==> src/rtl/sr_cmd_debounce.sv <==
// Synchronises and debounces raw set/clear requests and turns their rising edges
// into fixed-length, never-00 command pulses for the SR latch, tracking its state.
module sr_cmd_debounce #(
    parameter int DB_CYCLES = 4,
    parameter int PULSE_LEN = 2
) (
    input  logic clk,
    input  logic rst_n,
    input  logic set_req,
    input  logic rst_req,
    output logic s,
    output logic r,
    output logic busy,
    output logic conflict,
    output logic drop,
    output logic q_model
);

    localparam int DB_W = $clog2(DB_CYCLES) + 1;
    localparam int PL_W = $clog2(PULSE_LEN) + 1;
    localparam logic [DB_W-1:0] DB_LAST = DB_W'(DB_CYCLES - 1);
    localparam logic [PL_W-1:0] PL_LAST = PL_W'(PULSE_LEN - 1);

    typedef enum logic [1:0] {
        IDLE      = 2'd0,
        SET_PULSE = 2'd1,
        CLR_PULSE = 2'd2
    } state_t;

    // Channel index 0 is the set request, index 1 the clear request.
    logic [1:0]      sync1_r;
    logic [1:0]      sync2_r;
    logic [1:0]      lvl_r;
    logic [1:0]      lvl_d_r;
    logic [1:0]      lvl_nxt_s;
    logic [DB_W-1:0] db_cnt_r   [2];
    logic [DB_W-1:0] db_cnt_nxt_s [2];
    logic [1:0]      evt_s;
    logic            set_evt_s;
    logic            rst_evt_s;

    state_t          state_r;
    state_t          state_nxt_s;
    logic [PL_W-1:0] pcnt_r;
    logic [PL_W-1:0] pcnt_nxt_s;
    logic            s_r;
    logic            s_nxt_s;
    logic            r_r;
    logic            r_nxt_s;
    logic            q_r;
    logic            q_nxt_s;
    logic            busy_r;
    logic            conflict_r;
    logic            conflict_nxt_s;
    logic            drop_r;
    logic            drop_nxt_s;

    // Two-flop synchronisers for both raw request lines.
    always_ff @(posedge clk) begin
        if (!rst_n) begin
            sync1_r <= 2'b00;
            sync2_r <= 2'b00;
        end else begin
            sync1_r <= {rst_req, set_req};
            sync2_r <= sync1_r;
        end
    end

    // Debounce next-state: a level only flips after DB_CYCLES consecutive mismatches.
    always_comb begin
        for (int i = 0; i < 2; i++) begin
            lvl_nxt_s[i]    = lvl_r[i];
            db_cnt_nxt_s[i] = {DB_W{1'b0}};
            if (sync2_r[i] != lvl_r[i]) begin
                if (db_cnt_r[i] == DB_LAST) begin
                    lvl_nxt_s[i]    = ~lvl_r[i];
                    db_cnt_nxt_s[i] = {DB_W{1'b0}};
                end else begin
                    db_cnt_nxt_s[i] = db_cnt_r[i] + DB_W'(1'b1);
                end
            end else begin
                db_cnt_nxt_s[i] = {DB_W{1'b0}};
            end
        end
    end

    // Debounced levels, their one-cycle-delayed copies and mismatch counters.
    always_ff @(posedge clk) begin
        if (!rst_n) begin
            lvl_r   <= 2'b00;
            lvl_d_r <= 2'b00;
            for (int i = 0; i < 2; i++) begin
                db_cnt_r[i] <= {DB_W{1'b0}};
            end
        end else begin
            lvl_r   <= lvl_nxt_s;
            lvl_d_r <= lvl_r;
            for (int i = 0; i < 2; i++) begin
                db_cnt_r[i] <= db_cnt_nxt_s[i];
            end
        end
    end

    assign evt_s     = lvl_r & ~lvl_d_r;
    assign set_evt_s = evt_s[0];
    assign rst_evt_s = evt_s[1];

    // Command FSM next-state: accepts one event in IDLE, discards events while pulsing.
    always_comb begin
        state_nxt_s    = state_r;
        pcnt_nxt_s     = pcnt_r;
        s_nxt_s        = s_r;
        r_nxt_s        = r_r;
        q_nxt_s        = q_r;
        conflict_nxt_s = 1'b0;
        drop_nxt_s     = 1'b0;
        case (state_r)
            IDLE: begin
                if (set_evt_s && rst_evt_s) begin
                    conflict_nxt_s = 1'b1;
                end else if (set_evt_s) begin
                    state_nxt_s = SET_PULSE;
                    pcnt_nxt_s  = {PL_W{1'b0}};
                    s_nxt_s     = 1'b0;
                    r_nxt_s     = 1'b1;
                    q_nxt_s     = 1'b1;
                end else if (rst_evt_s) begin
                    state_nxt_s = CLR_PULSE;
                    pcnt_nxt_s  = {PL_W{1'b0}};
                    s_nxt_s     = 1'b1;
                    r_nxt_s     = 1'b0;
                    q_nxt_s     = 1'b0;
                end else begin
                    state_nxt_s = IDLE;
                end
            end
            SET_PULSE, CLR_PULSE: begin
                drop_nxt_s = set_evt_s | rst_evt_s;
                if (pcnt_r == PL_LAST) begin
                    state_nxt_s = IDLE;
                    pcnt_nxt_s  = {PL_W{1'b0}};
                    s_nxt_s     = 1'b1;
                    r_nxt_s     = 1'b1;
                end else begin
                    pcnt_nxt_s = pcnt_r + PL_W'(1'b1);
                end
            end
            default: begin
                // Unreachable encoding: fall back to a safe hold command.
                state_nxt_s = IDLE;
                pcnt_nxt_s  = {PL_W{1'b0}};
                s_nxt_s     = 1'b1;
                r_nxt_s     = 1'b1;
            end
        endcase
    end

    // Command FSM state and registered outputs.
    always_ff @(posedge clk) begin
        if (!rst_n) begin
            state_r    <= IDLE;
            pcnt_r     <= {PL_W{1'b0}};
            s_r        <= 1'b1;
            r_r        <= 1'b1;
            q_r        <= 1'b0;
            busy_r     <= 1'b0;
            conflict_r <= 1'b0;
            drop_r     <= 1'b0;
        end else begin
            state_r    <= state_nxt_s;
            pcnt_r     <= pcnt_nxt_s;
            s_r        <= s_nxt_s;
            r_r        <= r_nxt_s;
            q_r        <= q_nxt_s;
            busy_r     <= (state_nxt_s != IDLE);
            conflict_r <= conflict_nxt_s;
            drop_r     <= drop_nxt_s;
        end
    end

    assign s        = s_r;
    assign r        = r_r;
    assign busy     = busy_r;
    assign conflict = conflict_r;
    assign drop     = drop_r;
    assign q_model  = q_r;

endmodule

==> config.mk <==
export PLATFORM = sky130hd
export DESIGN_NAME = sr_cmd_debounce
export DESIGN_NICKNAME = d
export VERILOG_FILES = /design/src/rtl/sr_cmd_debounce.sv
export SDC_FILE = /design/constraint.sdc
export NUM_CORES = 1
export LEC_CHECK = 0
export BUFFER_PORTS_ARGS = -buffer_cell sky130_fd_sc_hd__buf_4
export CAP_MARGIN = 20
export CORE_MARGIN = 2
export CORE_UTILIZATION = 40
export DETAILED_ROUTE_END_ITERATION = 8
export GPL_TIMING_DRIVEN = 0
export SYNTH_ARGS = -nofsm -noshare
export SYNTH_HDL_FRONTEND = slang
export SYNTH_SLANG_ARGS = --single-unit
==> constraint.sdc <==
create_clock -name clk -period 2.8 [get_ports clk]
set_input_delay 0.56 -clock clk [delete_from_list [all_inputs] [get_ports clk]]
set_output_delay 0.56 -clock clk [all_outputs]
set_load 0.05 [all_outputs]
==> results of run 1 <==
==> worst max-delay path: stages, from the launching register on <==
cell and delay [ns]:
dfxtp_1 0.35, nand2b_1 0.15, inv_1 0.10, ha_1 0.26
o21ai_2 0.22, a21boi_4 0.24, mux2_4 0.31
==> power groups by stage <==
stage	clock network, mW	registers, mW	logic, mW
after global routing	0.166	0.347	0.0157
after global placement	0	0.354	0.0138
after CTS	0.149	0.346	0.0142
final	0.143	0.346	0.0139
after detailed placement	0	0.354	0.0141
after floorplan	0	0.354	0.00853
==> layer usage <==
| layer | share of wire (%) | up-vias | routed length [um] |
|---|---|---|---|
| met5 | 0 | - | 0 |
| met4 | 1.8 | 0 | 23 |
| met3 | 3.4 | 4 | 45 |
| met2 | 46 | 11 | 606 |
| met1 | 48 | 304 | 633 |
| li1 | - | 339 | - |
==> layout by cell type (no fill, tap or decap), types with 2 or more instances in the layout <==
master    count
ha_1          9
and3_1        3
and2_1        7
nand2_1       2
nand3_1       3
dfxtp_1      24
nor2_1        6
nand3b_1      2
a21oi_1       3
clkbuf_4      3
a31oi_1       2
nand2b_1      5
nor2b_1       6
inv_1        10
buf_4         9
mux2i_1       5
xor2_1        2
==> per-stage QoR <==
stage	instances	hold WS, ns	setup WS (ns)	power [mW]
after detailed placement	136	0.413	1.05	0.368
after CTS	139	0.430	1.04	0.509
after global routing	139	0.428	0.954	0.529
final	139	0.429	1.06	0.503
after global placement	136	0.406	1.06	0.368
after floorplan	97	0.399	1.21	0.362
==> logic make-up (layout without fill, tap and decap cells) <==
group | after synthesis | in the layout
AOI/OAI and AO/OA | 8 | 8
and+or+nand+nor | 35 | 35
muxes | 7 | 7
buffers and inverters | 12 | 24
DFF | 24 | 24
adders and majority gates | 9 | 9
xor gates and xnor gates | 2 | 2
==> sequential cells by signal (all words and copies together), names as in the netlist <==
name      count
lvl_r         2
s             1
drop          1
pcnt_r        2
r             1
q_model       1
db_cnt_r      6
busy          1
sync2_r       2
conflict      1
sync1_r       2
lvl_d_r       2
state_r       2
==> cell type report <==
cell class                 count  area, um^2
buffer                         2        8.76
clock buffer                   3        22.5
fill                         232        1290
inverter                      10        37.5
multi-input combinational     61         469
sequential                    24         480
tap                           30        37.5
timing repair buffer           9        67.6
==> worst min-delay path by stage <==
stage | start | to | slack [ns] | depth (start not counted)
2_1_floorplan | db_cnt_r[0][0] | db_cnt_r[0][0] | 0.40 | 1
5_1_grt | rst_req | sync1_r[1] | 0.43 | 2
3_5_place_dp | db_cnt_r[0][3] | db_cnt_r[0][3] | 0.41 | 1
6_report | db_cnt_r[0][3] | db_cnt_r[0][3] | 0.43 | 1
3_3_place_gp | db_cnt_r[0][0] | db_cnt_r[0][0] | 0.41 | 1
4_1_cts | db_cnt_r[0][3] | db_cnt_r[0][3] | 0.43 | 1
==> impl_metrics.toml, run 1 <==
[floorplanning]
fp.dieArea_um2 = 2910
core_area_um2 = 2410
start_util_pct = 41.3
fp.dieW_um = 53.9
io_pins = 10
die_y_um = 53.9
rows = 18

[final_layout]
fin_area_um2 = 1120
antennaDiodeCount = 0
nets = 124
utilization_pct = 46.6
area_growth_pct = 12.8
layout-drive-gt1-share_pct = 15.6

[routing]
ant_nets = 0
first_iter_violations = 4
drt_wl_total_mm = 1.31
routed-via-count = 658
firstDrtPassIters = 2
route.detailed.wl_per_inst_um = 9.41
viasPerCell = 4.73
route.detailed.drc = 0

[setup_path]
cp_data_required_time_ns = 3.01
startpoint = "lvl_r[0]"
crit_type = "reg2reg"
r2r_cells = 6
r2r-end = "r"
crit_fanout = 5
cp-end-kind = "flop"
critPathCapture = "r"
crit_arrival_ns = 1.95
setup.worst_path.start_class = "flop"
r2r_setup_slack_ns = 1.06
r2r-start = "lvl_r[0]"

[synth]
synth-simple-area-share_pct = 20.1
post-synth-top-count-cell = "dfxtp_1"
synth-async-reset-ratio_pct = 0
synth_top_family_by_area = "simple AND/OR/NAND/NOR gates"
yosysSeqAreaShare_pct = 48.2
synthCells = 97
synthXorXnorAreaFrac_pct = 1.76
synth-edff-count = 0
synth_nets = 110
ys.flop_type = "dfxtp_1"
synthAdderAreaFrac_pct = 11.3
avgSynthCellArea_um2 = 10.3
synth_area_leader_cell = "dfxtp_1"
syn_area_um2 = 996
synth_top_area_share_pct = 48.2
synth.area.mux_share_pct = 7.66
synth_seq_cells = 24
synthTopCellsByArea = "dfxtp_1 (48%), ha_1 (11%), mux2i_1 (5.0%)"
synth_compound_area_share_pct = 6.28
synth_warnings = 0
ys_types = 23
ys_top_cells_by_count = "dfxtp_1 (24), inv_1 (10), ha_1 (9)"

[global_routing]
use_met3_pct = 3.33
antenna_found_initial = 0
grt-ovfl-total = 0
grt_max_degree = 13
grt_pass1_vias = 520
grt_usage_pct = 10.7
grt_use_met2_pct = 16.9
grt_most_used_layer = "met2"
use_met1_pct = 12.7
grt_pass1_wl_mm = 2.14

[sta]
finalSetupViolations = 0
fin_tns_setup_ns = 0
fmax_mhz = 574
fin_worst_skew_ns = 0.00199
min_period_ns = 1.74
rsz0062_at_grt = "false"
maxSlewHeadroom_pct = 80.4
finalHoldViolCount = 0
period_share_pct = 62.2
worst_pin_slew_ns = 0.293
timing.final.max_slew_violations = 0

[clock_tree]
clkSinkCount = 24
cts_hold_buffers = 0
numCtsBuffers = 3
post_cts_resized = 0
cts_tree = "yes"
clk-insertion-delay-late_ns = 0.30
root_buffer = "clkbuf_4"
cts_setup_buffers = 0
clk_path_buf_depth = 2
clk_pin_slew_worst_paths_ns = 0.12
cts_max_level = 1

[power]
p_leak_nw = 0.483
switchingPower_mw = 0.101
internal_power_mw = 0.402
p_seq_share_pct = 68.9
ir_drop_v = 0.000314
share_comb_of_total_power_pct = 2.8
pwr-share-clk_pct = 28.4
powerDensity_nw_per_um2 = 447
switching_share_pct = 20.0

[placed_design]
hpwl_um = 995
port_buffers = 9
gp_congestion = 0.680
post_dp_cell_area_um2 = 1100

[hold_path]
min_path_type = "reg2reg"

[run_status]
status = "completed"

[job]
cap_violations = 0
(Power assumes the default switching activity.)
==> inputs of run 2 (changes only) <==
--- a/config.mk
+++ b/config.mk
@@ -5,6 +5,7 @@
 export SDC_FILE = /design/constraint.sdc
 export NUM_CORES = 1
 export LEC_CHECK = 0
+export ABC_AREA = 1
 export BUFFER_PORTS_ARGS = -buffer_cell sky130_fd_sc_hd__buf_4
 export CAP_MARGIN = 20
 export CORE_MARGIN = 2
==> constraint.sdc (replaced) <==
create_clock -name clk -period 1.54 [get_ports clk]
set_input_delay 0.308 -clock clk [delete_from_list [all_inputs] [get_ports clk]]
set_output_delay 0.308 -clock clk [all_outputs]
set_load 0.05 [all_outputs]
==> impl_metrics.toml, run 2 <==
[power]
p_seq_share_pct = 57.4
ir_drop_v = 0.000543
share_comb_of_total_power_pct = 2.3
internal_power_mw = 0.901
power_mw = 1.10
powerDensity_nw_per_um2 = 987
p_leak_nw = 0.577
pwr-share-clk_pct = 40.4
switchingPower_mw = 0.198
switching_share_pct = 18.0

[global_routing]
antenna_found_initial = 0
grt_usage_pct = 11.8
grt-ovfl-total = 0
grt_pass1_vias = 638
grt_pass1_wl_mm = 2.46
grt_max_degree = 15

[sta]
rsz0062_at_grt = "false"
fin_tns_setup_ns = 0
finalHoldViolCount = 0
timing.final.max_slew_violations = 0
period_share_pct = 89.4
fmax_mhz = 726
worst_pin_slew_ns = 0.272
maxSlewHeadroom_pct = 81.8
finalSetupViolations = 0
fin_worst_skew_ns = 0.00575
fin_ws_ns = 0.163
min_period_ns = 1.38
hold_ws_ns = 0.176

[final_layout]
multi_input_area_um2 = 383
antennaDiodeCount = 0
layout_common_cells = "inv_1 (24), dfxtp_1 (24), nand2_1 (23)"
fin_area_um2 = 1110
nets = 145
layout.area.seq_um2 = 480
area_growth_pct = 16.8
layout-drive-gt1-share_pct = 13.7
fillCellCount = 221
largest_reg_flops = 6
regMostFlops = "db_cnt_r"

[placed_design]
port_buffers = 9
gp_congestion = 0.805
post_dp_cell_area_um2 = 1060
hpwl_mm = 1.04
place_ws_ns = 0.120

[clock_tree]
cts_tree = "yes"
clkSinkCount = 24
cts_max_level = 1
root_buffer = "clkbuf_4"
clk-insertion-delay-late_ns = 0.31
numCtsBuffers = 3
clk_path_buf_depth = 2
clk_pin_slew_worst_paths_ns = 0.13
cts_setup_buffers = 0

[synth]
avgSynthCellArea_um2 = 8.08
synth-edff-count = 0
syn_area_um2 = 953
synth-async-reset-ratio_pct = 0
synth-simple-area-share_pct = 21.4
ys.flop_type = "dfxtp_1"
yosysSeqAreaShare_pct = 50.4
synth_top_family_by_area = "simple AND/OR/NAND/NOR gates"
synth_top_area_share_pct = 50.4
synth.area.mux_share_pct = 0
synth_compound_area_share_pct = 6.43
synth_nets = 131
synth_warnings = 0
synth_seq_cells = 24
ys_types = 15
synthXorXnorAreaFrac_pct = 0
synth_area_leader_cell = "dfxtp_1"
synthCells = 118
ys_top_cells_by_count = "dfxtp_1 (24), inv_1 (24), nand2_1 (24)"
synthTopCellsByArea = "dfxtp_1 (50%), ha_1 (12%), inv_1 (9.4%)"
synthAdderAreaFrac_pct = 11.8

[routing]
route.detailed.drc = 0
first_iter_violations = 6
ant_nets = 0
routed-via-count = 701
drt_wl_total_mm = 1.35
firstDrtPassIters = 4
viasPerCell = 4.41
route.detailed.wl_per_inst_um = 8.46

[floorplanning]
rows = 17
fp.dieArea_um2 = 2790
start_util_pct = 42.7
fp.dieW_um = 52.8
io_pins = 10
die_y_um = 52.8
core_area_um2 = 2230

[setup_path]
setup.worst_path.start_class = "flop"
crit_fanout = 5
cp_data_required_time_ns = 1.76
critical_path.slowest_cell = "dfxtp_1"
crit_type = "reg2reg"
crit_arrival_ns = 1.60
r2r_cells = 8
cp-end-kind = "flop"
max_stage_delay_ns = 0.39
r2r_setup_slack_ns = 0.16
path_cells = "inv_1 > nor2_2 > inv_1 > ha_1 > o21ai_2 > o21ai_0 > nand2_1 > nor2_1"
crit_buf_inv = 2
r2r-end = "pcnt_r[0]"
crit_family = "flip-flops"
r2r-start = "lvl_r[1]"
crit_top_cell = "inv_1"

[job]
cap_violations = 0

[run_status]
status = "completed"

[hold_path]
min_path_type = "in2reg"
hold-path-endpoint = "sync1_r[0]"
min-delay-start = "set_req"
whs_path_depth = 3
==> run 2: changes by cell type in the layout (fill, tap and decap cells not counted), sizes merged, moves of 3 or more <==
cell and delta:
nand2 +22, and3 -3, nor2 +10, nand3 +5, nand2b -5, nor2b -6
inv +14, mux2i -5, o21ai +3, and2 -7
==> run 2: tightest hold or removal path, delay by kind of cell <==
family | cells | cell delay (ns)
buffers and inverters | 2 | 0.12
and+or+nand+nor | 1 | 0.04
==> run 2: how the worst max path moves through the flow <==
stage	depth (start not counted)	startpoint	end
after CTS	8	lvl_r[1]	pcnt_r[0]
final	8	lvl_r[1]	pcnt_r[0]
after floorplan	8	lvl_r[0]	busy
after detailed placement	8	lvl_r[1]	pcnt_r[0]
after global placement	7	lvl_r[0]	pcnt_r[0]
after global routing	8	lvl_r[1]	r
==> run 2: per-stage QoR <==
| stage | cells | utilization, % |
|---|---|---|
| after floorplan | 118 | - |
| after global placement | 155 | 47.3 |
| after detailed placement | 155 | 47.3 |
| after CTS | 159 | 49.6 |
| after global routing | 159 | 49.9 |
| final | 159 | 49.9 |
==> run 2: repair_timing <==
item                                    in CTS  in global routing
resized for setup                            0                  2
endpoints found under the setup margin       0                  5
hold buffers                                 0                  0
==> run 2: logic make-up after synthesis <==
group	count (synthesis)
compound gates	10
simple gates	50
fa+ha+maj	9
flops	24
buf+inv	25
==> run 2: power groups by stage <==
stage / clock (mW) / sequential, mW / combinational (mW)
6_report: 0.444 / 0.630 / 0.0251
5_1_grt: 0.483 / 0.632 / 0.0295
4_1_cts: 0.459 / 0.631 / 0.0259
3_5_place_dp: 0 / 0.644 / 0.0258
3_3_place_gp: 0 / 0.644 / 0.0250
2_1_floorplan: 0 / 0.644 / 0.0151
==> run 2: per-layer routing <==
layer | vias up | wire length (um) | GRT usage (%)
li1 | 386 | - | -
met1 | 303 | 668 | 13.8
met2 | 10 | 616 | 21.0
met3 | 2 | 47 | 2.57
met4 | 0 | 12 | 3.85
met5 | - | 0 | 0
==> run 2: final cells by class <==
type                    instances  share of cell area, %
inverters                      24                   8.09
multi-input cells              69                   34.4
flip-flops and latches         24                   43.1
plain buffers                   1                  0.449
repair buffers                  9                   6.07
clock inverters                 1                   2.70
clock buffers                   3                   2.02
well taps                      28                   3.15
==> inputs of run 3 (changes only) <==
--- a/config.mk
+++ b/config.mk
@@ -5,11 +5,13 @@
 export SDC_FILE = /design/constraint.sdc
 export NUM_CORES = 1
 export LEC_CHECK = 0
-export ABC_AREA = 1
+export ABC_AREA = 0
+export ABC_CLOCK_PERIOD_IN_PS = 1540
 export BUFFER_PORTS_ARGS = -buffer_cell sky130_fd_sc_hd__buf_4
 export CAP_MARGIN = 20
 export CORE_MARGIN = 2
 export CORE_UTILIZATION = 40
+export CTS_BUF_LIST = sky130_fd_sc_hd__clkbuf_4 sky130_fd_sc_hd__clkbuf_8
 export DETAILED_ROUTE_END_ITERATION = 8
 export GPL_TIMING_DRIVEN = 0
 export SYNTH_ARGS = -nofsm -noshare
==> impl_metrics.toml, run 3 (synthesis gave the netlist of run 1 again) <==
[run_status]
status = "completed"

[sta]
finalHoldViolCount = 0
maxSlewHeadroom_pct = 80.4
timing.final.max_slew_violations = 0
rsz0062_at_grt = "true"
finalSetupViolations = 0
fin_tns_setup_ns = 0
fin_worst_skew_ns = 0.00150
period_share_pct = 97.7
fmax_mhz = 665
worst_pin_slew_ns = 0.294
min_period_ns = 1.50

[routing]
ant_nets = 0
routed-via-count = 659
first_iter_violations = 5
route.detailed.wl_per_inst_um = 9.48
viasPerCell = 4.54
drt_wl_total_mm = 1.37
firstDrtPassIters = 4
route.detailed.drc = 0

[global_routing]
grt-ovfl-total = 0
grt_usage_pct = 11.0
grt_pass1_wl_mm = 2.24
grt_max_degree = 15
antenna_found_initial = 0
grt_pass1_vias = 570

[clock_tree]
clkSinkCount = 24
cts_tree = "yes"
cts_hold_buffers = 0
numCtsBuffers = 3
clk_pin_slew_worst_paths_ns = 0.13
cts_max_level = 1
clk_path_buf_depth = 2
clk-insertion-delay-late_ns = 0.31
root_buffer = "clkbuf_4"

[floorplanning]
start_util_pct = 41.3
die_y_um = 53.9
rows = 18
fp.dieArea_um2 = 2910
io_pins = 10
fp.dieW_um = 53.9
core_area_um2 = 2410

[power]
switchingPower_mw = 0.199
powerDensity_nw_per_um2 = 883
p_leak_nw = 0.525
pwr-share-clk_pct = 40.6
ir_drop_v = 0.000805
internal_power_mw = 0.903
power_mw = 1.10
share_comb_of_total_power_pct = 2.3
p_seq_share_pct = 57.1
switching_share_pct = 18.0

[final_layout]
regMostFlops = "db_cnt_r"
layout_common_cells = "dfxtp_1 (20), buf_4 (13), inv_1 (8)"
layout-drive-gt1-share_pct = 28.7
final_common_cell = "dfxtp_1"
largest_reg_flops = 6
fillCellCount = 211
area_growth_pct = 25.3
antennaDiodeCount = 0
nets = 129

[setup_path]
critical_path.slowest_cell = "dfxtp_2"
path_cells = "nor2b_4 > inv_2 > ha_4 > o21ai_4 > a21boi_4 > mux2_4"
crit_type = "reg2reg"
cp_data_required_time_ns = 1.75
max_stage_delay_ns = 0.35
cp-end-kind = "flop"
crit_arrival_ns = 1.72
setup.worst_path.start_class = "flop"
r2r-start = "lvl_r[1]"
crit_fanout = 3
r2r_setup_slack_ns = 0.04
r2r_cells = 6
r2r-end = "r"

[hold_path]
min-delay-start = "rst_req"
whs_path_depth = 2
hold-path-endpoint = "sync1_r[1]"
min_path_type = "in2reg"

[job]
cap_violations = 0

[placed_design]
hpwl_mm = 1.01
gp_congestion = 0.679
port_buffers = 9
run 3: cell type report:
cell class,count,area [um^2],share of cell area (%)
clock buffer,3,22.5,1.81
multi-input combinational,61,517,41.4
sequential,24,485,38.9
inverter,10,37.5,3.01
clock inverter,1,30.0,2.41
buffer,2,8.76,0.702
timing repair buffer,14,109,8.73
tap,30,37.5,3.01
run 3: metrics by stage:
stage / hold WS (ns) / util [%] / cells / worst slack [ns] / cell area (um^2)
after floorplan: 0.399 / - / 97 / 0.0137 / 1010
after global placement: 0.406 / 46.2 / 136 / -0.119 / 1110
after detailed placement: 0.416 / 46.2 / 136 / -0.133 / 1110
after CTS: 0.181 / 50.4 / 144 / 0.00729 / 1210
after global routing: 0.181 / 51.8 / 145 / -0.0384 / 1250
final: 0.192 / 51.8 / 145 / 0.0352 / 1250
run 3: metal layers:
| layer | track usage [%] | share of wire [%] |
|---|---|---|
| met3 | 5.00 | 4.3 |
| met4 | 3.85 | 0.73 |
| met1 | 11.0 | 45 |
| met5 | 0 | 0 |
| met2 | 19.7 | 50 |
run 3: power by group through the flow:
stage               clock network, mW  logic, mW  registers [mW]
global placement                    0     0.0250           0.643
finish                          0.447     0.0250           0.630
floorplan                           0     0.0155           0.643
detailed placement                  0     0.0258           0.644
global route                    0.485     0.0283           0.631
CTS                             0.465     0.0260           0.630
run 3: critical path: cells and delay by family, from the launching register on:
kind            cells  cell delay (ns)
flops               1             0.35
compound gates      2             0.37
fa+ha+maj           1             0.16
mux                 1             0.31
buf+inv             1             0.06
simple gates        1             0.17
run 3: how the worst max path moves through the flow:
stage          startpoint  endpoint  slack (ns)  depth (start not counted)
3_3_place_gp     lvl_r[0]         r       -0.12                          6
4_1_cts          lvl_r[1]         r       0.007                          6
2_1_floorplan    lvl_r[0]         r        0.01                          6
3_5_place_dp     lvl_r[0]         r       -0.13                          6
5_1_grt          lvl_r[1]         r       -0.04                          6
6_report         lvl_r[1]         r        0.04                          6
run 3: repair_timing:
item / 4_1_cts / 5_1_grt
endpoints found under the hold margin: 0 / 0
pin swaps: 1 / 1
resized for setup: 4 / 7
endpoints found under the setup margin: 2 / 2
setup buffers: 4 / 1
